## src/rtl/judge_scheduler.sv

```systemverilog
// Rhythm-game judgment scheduler: four one-entry lane slots drained by a round-robin
// arbiter into a single grade stream with combo, max-combo and overflow tracking.
module judge_scheduler (
    input  logic       clk,
    input  logic       reset,
    input  logic       game_active,
    input  logic [3:0] hit_valid,
    input  logic [7:0] hit_grade,
    output logic [1:0] inp,
    output logic [7:0] combo,
    output logic [7:0] max_combo,
    output logic [3:0] pending,
    output logic       overflow,
    output logic       song_done
);

    typedef enum logic [1:0] {IDLE, RUN, DRAIN} state_t;

    state_t          state;
    state_t          state_next;
    logic [1:0]      last;
    logic [3:0][1:0] slot_grade;
    logic            grant_any;
    logic [1:0]      grant_lane;
    logic [1:0]      cand;
    logic [3:0]      grant_onehot;
    logic [1:0]      grant_grade;
    logic [7:0]      combo_next;
    logic            song_end;
    logic            song_start;

    // Search starts just after the last granted lane, so the last winner ranks lowest.
    always_comb begin
        grant_any  = 1'b0;
        grant_lane = last;
        cand       = '0;
        for (int k = 1; k <= 4; k++) begin
            cand = last + k[1:0];
            if (!grant_any && pending[cand]) begin
                grant_any  = 1'b1;
                grant_lane = cand;
            end
        end
        grant_onehot = grant_any ? (4'b0001 << grant_lane) : 4'b0000;
        grant_grade  = slot_grade[grant_lane];
    end

    always_comb begin
        state_next = state;
        song_end   = 1'b0;
        case (state)
            IDLE:  if (game_active) state_next = RUN;
            RUN:   if (!game_active) state_next = DRAIN;
            DRAIN: begin
                if (pending == 4'b0000 && !grant_any) begin
                    state_next = IDLE;
                    song_end   = 1'b1;
                end
            end
            default: state_next = IDLE;
        endcase
    end

    always_comb begin
        song_start = (state == IDLE) && game_active;
        combo_next = combo;
        if (grant_any) begin
            if (grant_grade == 2'b00)
                combo_next = 8'd0;
            else if (combo != 8'hFF)
                combo_next = combo + 8'd1;
        end
    end

    always_ff @(posedge clk or posedge reset) begin
        if (reset)
            state <= IDLE;
        else
            state <= state_next;
    end

    // A slot granted this cycle is free to take a new hit at the same edge.
    always_ff @(posedge clk or posedge reset) begin
        if (reset) begin
            pending    <= 4'b0000;
            slot_grade <= '0;
            last       <= 2'd3;
        end else begin
            for (int i = 0; i < 4; i++) begin
                if (grant_onehot[i])
                    pending[i] <= 1'b0;
                if (state == RUN && hit_valid[i] && (!pending[i] || grant_onehot[i])) begin
                    pending[i]    <= 1'b1;
                    slot_grade[i] <= hit_grade[2*i +: 2];
                end
            end
            if (grant_any)
                last <= grant_lane;
        end
    end

    always_ff @(posedge clk or posedge reset) begin
        if (reset) begin
            inp       <= 2'b00;
            combo     <= 8'd0;
            max_combo <= 8'd0;
            overflow  <= 1'b0;
            song_done <= 1'b0;
        end else begin
            inp       <= grant_any ? grant_grade : 2'b00;
            song_done <= song_end;
            if (song_start) begin
                combo     <= 8'd0;
                max_combo <= 8'd0;
                overflow  <= 1'b0;
            end else begin
                combo     <= combo_next;
                max_combo <= (combo_next > max_combo) ? combo_next : max_combo;
                if (state == RUN && |(hit_valid & pending & ~grant_onehot))
                    overflow <= 1'b1;
            end
        end
    end

endmodule

```

## config.mk

```make
export PLATFORM = sky130hd
export DESIGN_NAME = judge_scheduler
export DESIGN_NICKNAME = d
export VERILOG_FILES = /design/src/rtl/judge_scheduler.sv
export SDC_FILE = /design/constraint.sdc
export NUM_CORES = 1
export LEC_CHECK = 0
export BUFFER_PORTS_ARGS = -buffer_cell sky130_fd_sc_hd__buf_2
export CAP_MARGIN = 5
export CORE_MARGIN = 2
export CORE_UTILIZATION = 29
export DETAILED_ROUTE_END_ITERATION = 8
export HOLD_SLACK_MARGIN = 0.12
export PLACE_DENSITY = 0.44
export SYNTH_ARGS = -nofsm -noshare
export SYNTH_HDL_FRONTEND = slang
export SYNTH_SLANG_ARGS = --single-unit
```

## constraint.sdc

```tcl
create_clock -name clk -period 4.7 [get_ports clk]
set_input_delay 0.705 -clock clk [delete_from_list [all_inputs] [get_ports clk]]
set_output_delay 0.705 -clock clk [all_outputs]
set_load 0.02 [all_outputs]
```

======== Word-level counts from Yosys, hierarchy flattened ========
Index checks and enable logic that the tools add are counted.
storage, ports and cells
  flip-flop bits (word level) ............. 36
  word-level logic and storage cells ...... 114
operators by class
  reductions and logical operators ........ 37
  equal/unequal tests ..................... 6
  $lt $le $gt $ge ......................... 6
  multiplexer cells ....................... 42
  shift-type cells ........................ 1
  bitwise gates (word level) .............. 3
  $add $sub $neg .......................... 4
operators by type and width
  operator                                                               number
  8-bit 2-to-1 mux                                                       6
  1-bit 2-to-1 mux                                                       20
  2-bit 2-to-1 mux                                                       9
  2-bit by 3-bit < comparator with 1-bit output (second input constant)  5
  1-bit logical AND                                                      14
  2-bit nonzero test                                                     6
  8-bit by 1-bit adder with 8-bit output (second input constant)         1
  4-bit AND                                                              2
  1-bit binary-select mux with 2-bit select                              4
  8-bit > comparator                                                     1
  1-bit zero test                                                        8
  8-bit inequality test (second input constant)                          1
  2-bit inequality test (second input constant)                          3
  2-bit one-hot mux with 3 select lines                                  1
  2-bit adder (second input constant)                                    2
  2-bit binary-select mux with 2-bit select                              1
  2-bit zero test                                                        2
  4-bit zero test                                                        1
  1-bit logical OR                                                       4
  4-bit 2-to-1 mux                                                       1
  4-bit inverter                                                         1
  4-bit OR reduction                                                     1
  1-bit by 2-bit << shifter with 4-bit output (first input constant)     1
  3-bit AND reduction                                                    1
  other kinds (3)                                                        3

======== Longest topological paths before layout ========
  depth in word-level cells ............... 21
  depth in mapped cells ................... 18

======== Worst setup path after synthesis ========
No wires, ideal clock.
  path type ............................... reg-to-reg
  from .................................... reg pending[0]
  to ...................................... reg max_combo[0]
  period minus slack after synthesis ...... 3.514 ns
  buffers on the path ..................... 4
  arrival time ............................ 3.436 ns
  stages on the path, launching flop included .. 18
  slack ................................... 1.186 ns
  cell sequence ........................... dfrtp_1 -> buf_6 -> nor3b_2 -> a21oi_1 -> and2_1 -> buf_6 -> a2111o_1 -> a22oi_4 -> buf_6 -> nor2_1 -> ha_1 -> a21o_1 -> a21oi_1 -> a21oi_1 -> o22ai_1 -> nor2b_1 -> buf_1 -> o2bb2ai_1
on the way
  word-level cells in the longest chain between the ends .. 19
  elaborated cells between the ends (all ways) .. 31
RTL lines
  item                                                                            RTL line  text
  start, declared                                                                 12        output logic [3:0] pending,
  start signal, assigned                                                          85        pending <= 4'b0000;
  start signal, assigned by index                                                 91        pending[i] <= 1'b0;
  start signal, assigned by index                                                 93        pending[i] <= 1'b1;
  1-bit binary-select mux with 2-bit select                                       39        if (!grant_any && pending[cand]) begin
  1-bit 2-to-1 mux (not written as such)                                          39
  1-bit 2-to-1 mux                                                                39
  1-bit zero test                                                                 39
  1-bit logical AND                                                               39
  1-bit 2-to-1 mux                                                                39
  1-bit zero test                                                                 39
  1-bit logical AND                                                               39
  (+3 left out)                                                                   n/a
  2-bit 2-to-1 mux                                                                39
  2-bit binary-select mux with 2-bit select                                       45        grant_grade = slot_grade[grant_lane];
  2-bit 2-to-1 mux (not written as such)                                          45
  2-bit zero test                                                                 68        if (grant_grade == 2'b00)
  8-bit 2-to-1 mux                                                                68
  8-bit 2-to-1 mux (*)                                                            67        if (grant_any) begin
  8-bit > comparator / 8-bit 2-to-1 mux (equally long branches)                   118       max_combo <= (combo_next > max_combo) ? combo_next : max_combo;
  2-bit nonzero test (no source line) / 8-bit 2-to-1 mux (equally long branches)  n/a
  end signal, assigned                                                            118
  end, declared                                                                   11        output logic [7:0] max_combo,
Mark *: on every way between the ends. The rest lies on a longest branch, timed or not. The select of a mux whose other input is x is not followed.
A chain may end at the register's enable or synchronous reset.

======== Final worst setup path ========
  from .................................... reg last[1]
  to ...................................... reg max_combo[7]
on the way
  word-level cells in the longest chain between the ends .. 20
  elaborated cells between the ends (all ways) .. 34
RTL lines
  item                                                                            RTL line  text
  start, declared                                                                 21        logic [1:0] last;
  start signal, assigned                                                          98        last <= grant_lane;
  2-bit by 1-bit adder with 2-bit output                                          38        cand = last + k[1:0];
  1-bit binary-select mux with 2-bit select                                       39
  1-bit 2-to-1 mux (not written as such)                                          39
  1-bit 2-to-1 mux                                                                39
  1-bit zero test                                                                 39
  1-bit logical AND                                                               39
  1-bit 2-to-1 mux                                                                39
  1-bit zero test                                                                 39
  (+4 left out)                                                                   n/a
  2-bit 2-to-1 mux                                                                39
  2-bit binary-select mux with 2-bit select                                       45
  2-bit 2-to-1 mux (not written as such)                                          45
  2-bit zero test                                                                 68
  8-bit 2-to-1 mux                                                                68
  8-bit 2-to-1 mux (*)                                                            67
  8-bit > comparator / 8-bit 2-to-1 mux (equally long branches)                   118
  2-bit nonzero test (no source line) / 8-bit 2-to-1 mux (equally long branches)  n/a
Marks and branches as above.

==> results.toml <==
[outcome]
outcome = "finished clean"

[worst_setup_path]
worstPathArrival_ns = 4.35
crit_top_cell = "a21oi_1"
crit_path_max_incr_delay_ns = 0.64
crit_type = "flop to flop"
startpoint_type = "flop"
cpLargestDelayFamily = "compound AO/OA/AOI/OAI gates"
critPathCaptureType = "flop"
path_cells = "mux2i_1, a21oi_1, and2_1, a2111o_1, a22oi_4, nor2_1, ha_1, a21o_1, a21oi_1, a21oi_1, o22ai_1, nor2b_1, o2bb2ai_1"
path_max_fanout = 16
critical_path_buf_inv_count = 0
required_ns = 4.91
cpMaxStageDelayCell = "dfstp_2"

[clock_tree]
cts_max_level = 2
clock_path_buffers = 2
clkSinkCount = 36
cts_hold_buffers = 0
clk_latency_ns = 0.29
cts_root_buf = "clkbuf_8"
clkTransAtPathRegs_ns = 0.08
numCtsBuffers = 5
cts_setup_buffers = 0
cts_resized = 0
cts_tree = "built"

[detailed_routing]
wire_per_inst_um = 14.35
vias_per_cell = 4.912
first_iter_violations = 139
final_antenna_net_count = 0
dr_total_vias = 1734
drc = 0
wl_um = 5066
drt-pass1-iter-count = 4

[power]
totalPowerFinal_mw = 1.836
power_density_nw_per_um2 = 743.8
irDropWorstVdd_uv = 286.6
leakagePower_nw = 1.162

[place]
pre_cts_slack_ns = 0.6053
dp_hpwl_um = 3798
gp_congestion = 0.8690
io_buffers = 38
placed_cells = 346

[yosys]
syn_avg_cell_area_um2 = 9.794
synth-seq-area-share_pct = 42.90
netlist_area_um2 = 2106
synth_compound_area_share_pct = 17.47
yosysUniqueCellTypes = 50
synth_fa_ha_area_share_pct = 5.348
synth_warnings = 0
synth.area.mux_share_pct = 5.704
synth_top_family_by_area = "simple AND/OR/NAND/NOR gates"
synthesis.instances = 215
syn_nets = 239
synth-xor-area-share_pct = 2.080
synthSimpleGateAreaFrac_pct = 20.68
ys_ff_latch = 36

[floorplan]
die-area_um2 = 7959
die_h_um = 89.22
num_rows = 31
core_um2 = 7137
fp.dieW_um = 89.22
boundaryPins = 39
start_util_pct = 29.51

[layout]
final_cell_mix = "buf_2, dfrtp_1, nor2_1, nand3_1, nand2_1"
diodes = 0
fin_nets = 278
layout.cells.most_common = "buf_2"
drive_gt1_share_pct = 26.77
final_cells = 353
area_growth_pct = 17.23

[global_routing]
antenna_found_initial = 0
grt_pass1_wl_um = 8307
grt_overflow = 0
grt_usage_pct = 13.80
grt_max_degree = 37
grt_pass1_vias = 1647

[job]
maxCapViolations = 0

[timing]
layout_min_cycle_time_ns = 4.137
rsz0062_at_grt = "no"
setup_viol = 0
slew_headroom_pct = 60.57
drv_slew = 0
skew_ns = 0.008969
fmax_ghz = 0.2417
fin_ws_ns = 0.5635
setup_tns_ns = 0
finalCritPeriodShare_pct = 88.01
worst_pin_slew_ns = 0.5902
hold_viol = 0
whs_ns = 0.5141

[worst_hold_path]
hp-class = "flop to flop"
-- per-layer routing --
metal | share of wire, % | global-route usage, % | vias to the layer above | wire, um
met5 | 0 | 0 | - | 0
met4 | 1.9 | 4.613 | 0 | 94
met3 | 4.8 | 3.693 | 8 | 243
met2 | 43 | 20.00 | 43 | 2166
met1 | 51 | 19.90 | 826 | 2562
li1 | - | - | 857 | -
-- power by group --
part           switching (mW)  internal [mW]  total, mW
Combinational           0.650          0.398       1.05
Sequential              0.127          0.422      0.549
Clock                   0.109          0.131      0.239
Total                   0.886          0.950       1.84
-- cell families (layout without fill, tap and decap cells) --
| family | Yosys count | after routing |
|---|---|---|
| mux | 11 | 11 |
| buf+inv | 23 | 62 |
| compound gates | 50 | 50 |
| xor+xnor | 5 | 5 |
| flops | 36 | 36 |
| fa+ha+maj | 9 | 9 |
| simple gates | 81 | 81 |
-- cells in the mapped netlist, drive strengths merged --
cell type | number | area, um2
dfrtp | 34 | 850.8
nor2 | 16 | 62.56
nand3 | 15 | 75.07
inv | 14 | 52.55
nand2 | 13 | 48.80
a21oi | 11 | 55.05
nor3 | 11 | 55.05
o21ai | 10 | 57.55
ha | 9 | 112.6
or3 | 9 | 56.30
buf | 8 | 66.31
mux2 | 8 | 90.09
o2bb2ai | 8 | 70.07
a21o | 4 | 30.03
a211oi | 3 | 22.52
mux2i | 3 | 30.03
nor2b | 3 | 18.77
xnor2 | 3 | 26.28
a211o | 2 | 17.52
a22o | 2 | 17.52
and2 | 2 | 12.51
and3b | 2 | 17.52
dfstp | 2 | 52.55
nand4 | 2 | 12.51
o211ai | 2 | 15.01
xor2 | 2 | 17.52
a2111o | 1 | 11.26
a21boi | 1 | 7.510
a22oi | 1 | 21.27
a32o | 1 | 10.01
and3 | 1 | 6.260
clkbuf | 1 | 3.750
nand2b | 1 | 6.260
nand3b | 1 | 7.510
nor3b | 1 | 12.51
nor4 | 1 | 21.27
nor4b | 1 | 8.760
o21ba | 1 | 10.01
o21bai | 1 | 7.510
o221ai | 1 | 8.760
o22ai | 1 | 6.260
or2 | 1 | 6.260
or2b | 1 | 7.510
-- final timing paths --
kind / from / to / slack (ns) / cells past startpoint
setup reg to reg: last[1]$_DFFE_PP1N_ / max_combo[7]$_DFFE_PP0P_ / 0.56 / 13
hold / removal: max_combo[1]$_DFFE_PP0P_ / max_combo[1]$_DFFE_PP0P_ / 0.51 / 1
setup / recovery: last[1]$_DFFE_PP1N_ / max_combo[7]$_DFFE_PP0P_ / 0.56 / 13
min in group asynchronous: reset / max_combo[0]$_DFFE_PP0P_ / 0.52 / 3
max in group asynchronous: reset / last[0]$_DFFE_PP1N_ / 3.84 / 3
hold reg to reg: max_combo[1]$_DFFE_PP0P_ / max_combo[1]$_DFFE_PP0P_ / 0.51 / 1
-- registers in the layout (all words and copies together), names as in the netlist --
name / count
max_combo: 8
last: 2
inp: 2
song_done: 1
slot_grade: 8
pending: 4
combo: 8
overflow: 1
state: 2
-- per-stage QoR --
| step | util [%] | cell area [um2] |
|---|---|---|
| global route | 34.59 | 2469 |
| global placement | 33.24 | 2372 |
| finish | 34.59 | 2469 |
| CTS | 34.59 | 2469 |
| floorplan | - | 2106 |
| detailed placement | 33.24 | 2372 |
-- cell type report --
cell class,count,area (um2)
clock buffers,7,96.34
fillers,759,4668
inverters,14,52.55
multi-input cells,156,1080
flip-flops and latches,36,903.4
well taps,99,123.9
repair buffers,41,212.7
Power figures use the tool's default switching activity.
